===== config.mk =====
export PLATFORM = sky130hd
export DESIGN_NAME = e1of2_sync_tx
export DESIGN_NICKNAME = d
export VERILOG_FILES = /design/src/rtl/e1of2_pkg.sv /design/src/rtl/e1of2_sync_tx_enable_sync.sv /design/src/rtl/e1of2_sync_tx.sv
export SDC_FILE = /design/constraint.sdc
export NUM_CORES = 1
export LEC_CHECK = 0
export ABC_AREA = 1
export CORE_MARGIN = 2
export CORE_UTILIZATION = 50
export DETAILED_ROUTE_END_ITERATION = 8
export GPL_ROUTABILITY_DRIVEN = 0
export MAX_ROUTING_LAYER = met4
export PLACE_DENSITY = 0.81
export SYNTH_ARGS = -nofsm -noshare
export SYNTH_HDL_FRONTEND = slang
export SYNTH_SLANG_ARGS = --single-unit

===== constraint.sdc =====
create_clock -name CLK -period 4.3 [get_ports CLK]
set_clock_uncertainty 0.1 [all_clocks]
set_input_delay 1.29 -clock CLK [delete_from_list [all_inputs] [get_ports CLK]]
set_output_delay 1.29 -clock CLK [all_outputs]
set_load 0.01 [all_outputs]

===== src/rtl/e1of2_pkg.sv =====
// e1of2_pkg: FSM states, rail indices and dual-rail helpers shared by the e1of2 transmitter
package e1of2_pkg;
  typedef enum logic [1:0] {IDLE, DATA, RTZ} state_t;
  localparam int FALSE_RAIL = 0;
  localparam int TRUE_RAIL = 1;
  localparam int FLIT_W = 9;
  function automatic logic [1:0] encode_bit(input logic b);
    logic [1:0] r;
    r[TRUE_RAIL] = b;
    r[FALSE_RAIL] = ~b;
    return r;
  endfunction
  function automatic logic [2*FLIT_W-1:0] encode_dr(input logic [FLIT_W-1:0] word);
    logic [2*FLIT_W-1:0] r;
    for (int i = 0; i < FLIT_W; i++) r[2*i +: 2] = encode_bit(word[i]);
    return r;
  endfunction
  function automatic logic is_neutral(input logic [2*FLIT_W-1:0] rails);
    return rails == '0;
  endfunction
  function automatic logic is_valid_dr(input logic [2*FLIT_W-1:0] rails);
    logic ok;
    ok = 1'b1;
    for (int i = 0; i < FLIT_W; i++) ok = ok & (rails[2*i+TRUE_RAIL] ^ rails[2*i+FALSE_RAIL]);
    return ok;
  endfunction
endpackage


===== src/rtl/e1of2_sync_tx_enable_sync.sv =====
// enable_sync: multi-flop synchronizer bringing the router enable into the clock domain
module enable_sync #(
  parameter int SYNC_STAGES = 2
) (
  input  logic clk,
  input  logic rst,
  input  logic d,
  output logic q
);
  logic [SYNC_STAGES-1:0] sync_q, sync_d;
  // Shift the raw enable one stage per clock
  always_comb sync_d = {sync_q[SYNC_STAGES-2:0], d};
  // Chain clears to 0 so the enable reads low until the router's high propagates
  always_ff @(posedge clk or posedge rst)
    if (rst) sync_q <= '0;
    else sync_q <= sync_d;
  assign q = sync_q[SYNC_STAGES-1];
endmodule


===== src/rtl/e1of2_sync_tx.sv =====
// e1of2_sync_tx: FIFO-buffered clocked transmitter driving a four-phase dual-rail e1of2 channel
module e1of2_sync_tx
  import e1of2_pkg::*;
#(
  parameter int WIDTH = 9,
  parameter int DEPTH = 4,
  parameter int SYNC_STAGES = 2
) (
  input  logic                   CLK,
  input  logic                   RESET,
  input  logic [WIDTH-1:0]       in_data,
  input  logic                   in_valid,
  output logic                   in_ready,
  output logic [2*WIDTH-1:0]     out_d,
  input  logic                   out_e,
  output logic                   busy,
  output logic [$clog2(DEPTH):0] count
);
  localparam int AW = $clog2(DEPTH);
  state_t state_q, state_d;
  logic [AW:0] wr_ptr_q, wr_ptr_d, rd_ptr_q, rd_ptr_d;
  logic [WIDTH-1:0] mem_q [DEPTH];
  logic [WIDTH-1:0] mem_d [DEPTH];
  logic [2*WIDTH-1:0] rail_q, rail_d, head_dr;
  logic e_s, push, pop;

  enable_sync #(.SYNC_STAGES(SYNC_STAGES)) u_sync (.clk(CLK), .rst(RESET), .d(out_e), .q(e_s));

  assign count = wr_ptr_q - rd_ptr_q;
  assign in_ready = count != (AW+1)'(DEPTH);
  assign push = in_valid & in_ready;
  assign busy = (count != '0) | (state_q != IDLE);
  assign out_d = rail_q;

  // FIFO write and pointer advance; extra pointer bit separates full from empty
  always_comb begin
    mem_d = mem_q;
    if (push) mem_d[wr_ptr_q[AW-1:0]] = in_data;
    wr_ptr_d = wr_ptr_q + (AW+1)'(push);
    rd_ptr_d = rd_ptr_q + (AW+1)'(pop);
  end

  // Dual-rail image of the FIFO head, exactly one rail high per bit
  always_comb begin
    head_dr = '0;
    for (int i = 0; i < WIDTH; i++) head_dr[2*i +: 2] = encode_bit(mem_q[rd_ptr_q[AW-1:0]][i]);
  end

  // Handshake FSM: present head on enable high, return to neutral on enable low
  always_comb begin
    state_d = state_q;
    rail_d = rail_q;
    pop = 1'b0;
    case (state_q)
      DATA: if (!e_s) begin
        rail_d = '0;
        state_d = RTZ;
      end
      default: if (e_s && count != '0) begin
        rail_d = head_dr;
        pop = 1'b1;
        state_d = DATA;
      end else if (e_s) begin
        rail_d = '0;
        state_d = IDLE;
      end
    endcase
  end

  // State, pointers, storage and rail register; reset forces the channel neutral at once
  always_ff @(posedge CLK or posedge RESET)
    if (RESET) begin
      state_q <= IDLE;
      wr_ptr_q <= '0;
      rd_ptr_q <= '0;
      rail_q <= '0;
      for (int i = 0; i < DEPTH; i++) mem_q[i] <= '0;
    end else begin
      state_q <= state_d;
      wr_ptr_q <= wr_ptr_d;
      rd_ptr_q <= rd_ptr_d;
      rail_q <= rail_d;
      mem_q <= mem_d;
    end
endmodule

# Word level (Yosys, flattened, before mapping)
# Cells that the tools add are included.
[classes]
n_addsub = 3
magnitude_cmp = 3
eq_ne = 3
muxes = 16
n_bitwise = 13
reduce_logical = 6
[op_table]
columns = ["operator", "n"]
rows = [
  ["18-bit 2-to-1 mux", 4],
  ["36-bit bitwise mux", 1],
  ["9-bit 2-to-1 mux", 3],
  ["9-bit binary-select mux with 2-bit select", 1],
  ["9-bit demux with 2-bit select", 1],
  ["1-bit NOT", 9],
  ["2-bit 2-to-1 mux", 4],
  ["3-bit by 1-bit adder with 3-bit output", 2],
  ["3-bit >= comparator, second input constant", 2],
  ["2-bit NOT with 3-bit output", 2],
  ["3-bit nonzero test", 2],
  ["3-bit by 1-bit less-than comparator with 1-bit output, second input constant", 1],
  ["3-bit inequality test, second input constant", 1],
  ["3-bit subtractor", 1],
  ["2-bit by 1-bit == test with 1-bit output, second input constant", 1],
  ["1-bit logical AND", 2],
  ["1-bit 2-to-1 mux", 2],
  ["2-bit inequality test, second input constant", 1],
  ["2-bit AND reduction", 1],
  ["2-bit nonzero test", 1],
  ["1-bit bitwise AND", 1],
  ["1-bit OR", 1],
]
[totals]
ff_bits = 64
input_bits = 13
out_inout_bits = 23
word_cells = 53

# Longest topological paths before layout
# Gate-level depths: netlist of run 1.
[logic_depth]
ltp_word = 7
ltp_mapped = 12
ltp_nobuf = 11

# Hierarchy
# A second synthesis of run 1 with hierarchy kept.
[unflattened]
cells_unflattened = 334
hier_area_um2 = 2971.6
[by_module_without_submodules]
columns = ["mod", "n_inst", "cells_per_inst", "area_each_um2"]
rows = [
  ["e1of2_sync_tx", 1, 331, 2917.8],
  ["enable_sync", 1, 3, 53.8],
]

# Worst setup path before layout of run 1
# Ideal clock, no wire load.
[synth_timing]
path_kind = "flip-flop to output port"
start = "register wr_ptr_q[0]"
end = "output in_ready"
t_arrival_ns = 1.615
t_required_ns = 2.910
setup_slack_ns = 1.295
stages_incl_launch_ff = 8
path_buffers = 1
path_cell_list = "dfrtp_1 inv_1 ha_1 fa_1 inv_1 nand3_1 nand3_4 buf_2"
[synth_via]
elab_chain_cells = 2
[synth_lines]
columns = ["item", "line_no", "text"]
rows = [
  ["start, declared", "e1of2_sync_tx.sv:21", "logic [AW:0] wr_ptr_q, wr_ptr_d, rd_ptr_q, rd_ptr_d;"],
  ["start signal, assigned", "e1of2_sync_tx.sv:80", "wr_ptr_q <= wr_ptr_d;"],
  ["3-bit subtractor", "e1of2_sync_tx.sv:29", "assign count = wr_ptr_q - rd_ptr_q;"],
  ["3-bit inequality test", "e1of2_sync_tx.sv:30", "assign in_ready = count != (AW+1)'(DEPTH);"],
  ["end, declared", "e1of2_sync_tx.sv:13", "output logic in_ready,"],
]
# No other way between the ends.

# Worst setup path after layout of run 1
[layout_timing]
start = "register wr_ptr_q[0]"
end = "output busy"
[layout_via]
elab_chain_cells = 3
[layout_lines]
columns = ["item", "line_no", "text"]
rows = [
  ["3-bit subtractor", "e1of2_sync_tx.sv:29", ""],
  ["3-bit nonzero test", "e1of2_sync_tx.sv:32", "assign busy = (count != '0) | (state_q != IDLE);"],
  ["1-bit OR", "e1of2_sync_tx.sv:32", ""],
  ["end, declared", "e1of2_sync_tx.sv:16", "output logic busy,"],
]
# No other way between the ends.

==> results.py, run 1 <==
metrics = {
    "status": {
        "status": "complete, no violations",
    },
    "timing": {
        "relSlewSlack_pct": 50.4,
        "max_clock_freq_mhz": 254,
        "slew_violations": 0,
        "fin_crit_sh_pct": 91.7,
        "rsz0062_at_grt": "no",
        "tightestPinTransition_ns": 0.741,
        "hold_viol": 0,
        "setup_tns_ns": 0,
        "fin_crit_ns": 3.94,
        "holdWs_ns": 0.266,
        "finalSetupViolations": 0,
    },
    "final_layout": {
        "syn_to_final_growth_pct": 20.4,
        "drive_above_1_share_pct": 8.31,
        "instances_no_fill": 445,
        "fin_util_pct": 63.4,
        "nNetsFinal": 387,
        "fillers": 472,
        "insertedDiodeCount": 0,
    },
    "hold_path": {
        "timing.hold.worst.class": "reg2reg",
        "holdPathStages": 0,
        "min_from": "u_sync.sync_q[0]",
    },
    "yosys": {
        "yosysWarnings": 0,
        "syn_area_um2": 2930,
        "synth_top_flop_cell": "dfrtp_1",
        "synth_most_common_cell": "nand2_1",
        "ys_async_sr_fraction_pct": 100,
        "yosysUniqueCellTypes": 26,
        "yosysTopAreaCell": "dfrtp_1",
        "synthTopCellsByArea": "dfrtp_1 (55%), nand2_1 (16%), nand4_1 (7.7%)",
        "syn-num-nets": 352,
        "seq_area_frac_synth_pct": 54.6,
        "synthCells": 333,
        "avgSynthCellArea_um2": 8.81,
        "synth_top_area_share_pct": 54.6,
        "synth_edf_count": 0,
        "synth.ff_latch_count": 64,
        "netlist_top_cells_count": "nand2_1 (123), dfrtp_1 (64), nand4_1 (36), o21ai_0 (26), inv_1 (17)",
    },
    "global_route": {
        "grt_max_degree": 42,
        "grt_pass1_vias": 2103,
        "grt_antenna_before_repair": 0,
        "grt_overflow_total": 0,
        "grt_pass1_wl_mm": 10.5,
        "grt_usage_pct": 22.2,
    },
    "worst_setup_path": {
        "cp_top_family": "adder cells",
        "cp.depth": 8,
        "critical_path_class": "reg2out",
        "slowest_stage": "fa_1",
        "cpMostUsedCell": "inv_1",
        "cpPeakStageDelay_ns": 0.52,
        "r2r-start": "wr_ptr_q[0]",
        "crit_start": "wr_ptr_q[0]",
        "path_buf_inv": 3,
        "r2r_cells": 11,
        "end_kind": "output pin",
        "critPathRequiredTime_ns": 2.91,
        "start_kind": "register",
        "crit_fanout": 5,
        "crit_arrival_ns": 2.55,
        "path_cells": "inv_1 > ha_1 > fa_1 > nand2_1 > inv_1 > nand3_1 > nand3b_1 > clkdlybuf4s50_1",
    },
    "clocking": {
        "clkTransAtPathRegs_ns": 0.06,
        "cts_max_level": 3,
        "cts_tree": "yes",
        "ctsLongestPathBuffers": 2,
        "ctsHoldBuffers": 0,
        "insertion_delay_ns": 0.34,
        "clock-root-buffer": "clkbuf_8",
        "cts_sinks": 64,
        "numCtsBuffers": 9,
        "post_cts_buffers": 0,
        "cts_resized": 0,
    },
    "floorplanning": {
        "start_util_pct": 52.6,
        "die_w_um": 80.6,
        "dieArea_um2": 6500,
        "io_pins": 36,
        "coreArea_um2": 5570,
        "die_h_um": 80.6,
        "row_count": 27,
    },
    "route": {
        "first_iter_violations": 132,
        "wire_per_inst_um": 13.9,
        "vias_per_cell": 5.38,
        "routed_wl_mm": 6.17,
        "via_count": 2395,
        "final_antenna_net_count": 0,
        "drc": 0,
        "dr.pass1.iters": 5,
    },
    "placed_design": {
        "dp_cells": 429,
        "port_buffers": 35,
        "dp_hpwl_mm": 4.32,
    },
    "power": {
        "power_density_nw_per_um2": 837,
        "peakVddDrop_v": 0.000643,
        "finalPower_mw": 2.96,
        "leakage_nw": 1.76,
    },
    "flow_run": {
        "drv_cap": 0,
    },
}
==> metal layers <==
| metal | vias to the layer above | GRT usage (%) | routed length, um |
|---|---|---|---|
| li1 | 1184 | - | - |
| met1 | 1116 | 32.5 | 3030 |
| met2 | 86 | 29.8 | 2720 |
| met3 | 9 | 5.51 | 309 |
| met4 | 0 | 7.97 | 104 |
| met5 | - | - | 0 |
==> cell usage in the layout, fill, tap and decap left out, drive strengths merged <==
master / n
o22ai: 8
fa: 1
buf: 4
nor2: 19
xor2: 2
nand2: 124
or2: 1
clkbuf: 13
dfrtp: 64
o211ai: 2
inv: 19
nand3b: 1
clkinv: 3
o21ai: 26
clkdlybuf4s50: 35
a21oi: 1
ha: 5
nand4: 36
bufinv: 1
nand3: 8
==> report_power, final <==
group | internal, mW | total [mW] | switching (mW)
sequential | 0.876 | 1.05 | 0.174
combinational | 0.556 | 1.39 | 0.837
clock | 0.298 | 0.515 | 0.217
total | 1.73 | 2.96 | 1.23
==> final cells by class <==
| type | instances | area [um2] | share of cell area [%] |
|---|---|---|---|
| Clock inverter | 3 | 40.0 | 1.13 |
| Tap cell | 72 | 90.1 | 2.55 |
| Inverter | 20 | 75.1 | 2.13 |
| Clock buffer | 13 | 159 | 4.50 |
| Sequential cell | 64 | 1600 | 45.3 |
| Multi-Input combinational cell | 234 | 1170 | 33.2 |
| Timing Repair Buffer | 39 | 393 | 11.1 |
==> cells by family after synthesis <==
| family | synth area share, % |
|---|---|
| and+or+nand+nor | 29.8 |
| AOI/OAI and AO/OA | 6.82 |
| buffers and inverters | 5.42 |
| adders and majority gates | 2.81 |
| DFF | 54.6 |
| xor gates and xnor gates | 0.597 |
==> final timing paths <==
path / endpoint / slack (ns)
setup / recovery: busy / 0.36
hold / removal: u_sync.sync_q[1] / 0.27
setup reg to reg: rd_ptr_q[2] / 1.50
hold reg to reg: u_sync.sync_q[1] / 0.27
max in group asynchronous: mem_q[28] / 2.21
min in group asynchronous: u_sync.sync_q[0] / 1.28
==> state kept, by name, indices dropped and copies added (netlist names) <==
| register | count |
|---|---|
| mem_q | 36 |
| rd_ptr_q | 3 |
| wr_ptr_q | 3 |
| out_d | 18 |
| u_sync.sync_q | 2 |
| state_q | 2 |
==> through the flow <==
step	instance area (um2)	setup WS [ns]
floorplan	2930	1.29
global placement	3330	0.802
detailed placement	3330	0.725
CTS	3530	0.352
global route	3530	0.230
finish	3530	0.358
(Power assumes the default switching activity.)
==> run 2, diff against run 1 <==
Clock period 4.3 ns to 3.9 ns, I/O delays scaled along.
==> run 2 against run 1 <==
Final cell count is 0.45% higher. Global-route usage rose by 2.6 points. Total power grew 12%. Sequential share of layout area decreased by 0.16 points. Wire length is 7.0% higher. Clock power rose by 13%. Cell area up 0.35%. Highest routed layer unchanged. Largest power group unchanged.
==> results.py, run 2 (synthesized netlist as in run 1, its figures left out) <==
metrics = {
    "placed_design": {
        "port_buffers": 35,
        "post_dp_cell_area_um2": 3340,
        "pre_cts_ws_ns": 0.477,
        "dp_hpwl_mm": 4.57,
    },
    "worst_setup_path": {
        "crit_fanout": 5,
        "r2r-start": "wr_ptr_q[0]",
        "crit_arrival_ns": 2.40,
        "reg2reg_slack_ns": 1.18,
        "critical_path_class": "reg2out",
        "start_kind": "register",
        "end_kind": "output pin",
        "critPathRequiredTime_ns": 2.63,
        "r2r_cells": 11,
        "r2r_end": "rd_ptr_q[2]",
    },
    "timing": {
        "slew_violations": 0,
        "fin_crit_ns": 3.67,
        "max_clock_freq_mhz": 272,
        "tightestPinTransition_ns": 0.625,
        "relSlewSlack_pct": 58.2,
        "fin_crit_sh_pct": 94.1,
        "rsz0062_at_grt": "no",
        "setup_ws_ns": 0.229,
        "hold_viol": 0,
        "setup_tns_ns": 0,
        "finalSetupViolations": 0,
    },
    "route": {
        "routed_wl_mm": 6.60,
        "first_iter_violations": 209,
        "final_antenna_net_count": 0,
        "met2_length_mm": 3.12,
        "wire_per_inst_um": 14.8,
        "wl_met3_um": 509,
        "drc": 0,
        "dr.pass1.iters": 4,
        "via_count": 2465,
        "drt-met1-wl_mm": 2.85,
        "vias_per_cell": 5.51,
        "top_layer": "met4",
    },
    "final_layout": {
        "fillers": 474,
        "drive_above_1_share_pct": 9.33,
        "regArea_um2": 1600,
        "insertedDiodeCount": 0,
        "multi_input_area_um2": 1170,
        "final_common_cell": "nand2_1",
        "fin_util_pct": 63.6,
        "regMostFlops": "mem_q",
        "syn_to_final_growth_pct": 20.8,
        "final_cell_mix": "nand2_1 (123), dfrtp_1 (64), nand4_1 (36)",
        "finalInstanceArea_um2": 3540,
        "nNetsFinal": 389,
        "largest_reg_flops": 36,
    },
    "global_route": {
        "grt_pass1_vias": 2426,
        "grt_overflow_total": 0,
        "grt_usage_pct": 24.8,
        "grt_max_degree": 42,
        "grt_pass1_wl_mm": 11.6,
        "grt_antenna_before_repair": 0,
    },
    "power": {
        "finalPower_mw": 3.31,
        "power_density_nw_per_um2": 933,
        "leakage_nw": 1.76,
        "peakVddDrop_v": 0.000793,
    },
    "floorplanning": {
        "start_util_pct": 52.6,
        "row_count": 27,
        "io_pins": 36,
        "coreArea_um2": 5570,
        "die_h_um": 80.6,
        "die_w_um": 80.6,
        "dieArea_um2": 6500,
    },
    "clocking": {
        "ctsLongestPathBuffers": 2,
        "clock-root-buffer": "clkbuf_8",
        "clkTransAtPathRegs_ns": 0.07,
        "cts_max_level": 3,
        "cts_sinks": 64,
        "post_cts_buffers": 0,
        "numCtsBuffers": 9,
        "insertion_delay_ns": 0.34,
        "cts_tree": "yes",
        "ctsHoldBuffers": 0,
    },
    "hold_path": {
        "min_from": "u_sync.sync_q[0]",
        "holdPathStages": 0,
        "min_to": "u_sync.sync_q[1]",
        "timing.hold.worst.class": "reg2reg",
    },
    "flow_run": {
        "drv_cap": 0,
    },
    "status": {
        "status": "complete, no violations",
    },
}
run 2: worst max path at each step:
stage / startpoint / end / slack (ns) / cells past startpoint
2_1_floorplan: wr_ptr_q[0] / in_ready / 1.01 / 7
3_3_place_gp: wr_ptr_q[0] / busy / 0.52 / 8
3_5_place_dp: wr_ptr_q[0] / busy / 0.48 / 8
4_1_cts: wr_ptr_q[0] / busy / 0.11 / 8
5_1_grt: wr_ptr_q[0] / in_ready / 0.11 / 7
6_report: wr_ptr_q[0] / in_ready / 0.23 / 7
run 2: per-stage QoR:
stage	hold slack, ns	cells
after floorplan	0.231	333
after global placement	0.237	431
after detailed placement	0.256	431
after CTS	0.278	447
after global routing	0.290	447
final	0.275	447
run 2: what timing repair did:
action / CTS / global route
endpoints found under the hold margin: 0 / 0
resized for setup: 0 / 1
endpoints found under the setup margin: 0 / 1
run 2: routing by layer:
| layer | vias up | track usage [%] |
|---|---|---|
| li1 | 1186 | - |
| met3 | 13 | 4.61 |
| met4 | 0 | 13.2 |
| met2 | 90 | 37.8 |
| met1 | 1176 | 31.5 |
| met5 | - | - |
run 2: worst max-delay path, stage by stage (launching register included):
cell and delay [ns]:
dfrtp_1 0.43, inv_1 0.10, ha_1 0.22, fa_1 0.42
inv_1 0.09, nand3_1 0.13, nand3_4 0.13, clkdlybuf4s50_1 0.55
run 2: area by class of cell:
| class | instances | share of cell area, % |
|---|---|---|
| flip-flops and latches | 64 | 45.2 |
| multi-input cells | 234 | 33.1 |
| repair buffers | 41 | 11.2 |
| clock buffers | 11 | 4.27 |
| well taps | 72 | 2.54 |
| inverters | 20 | 2.12 |
| clock inverters | 5 | 1.55 |
run 2: report_power, final:
part | switching [mW] | internal, mW
registers | 0.187 | 0.965
logic | 0.960 | 0.610
clock network | 0.257 | 0.327
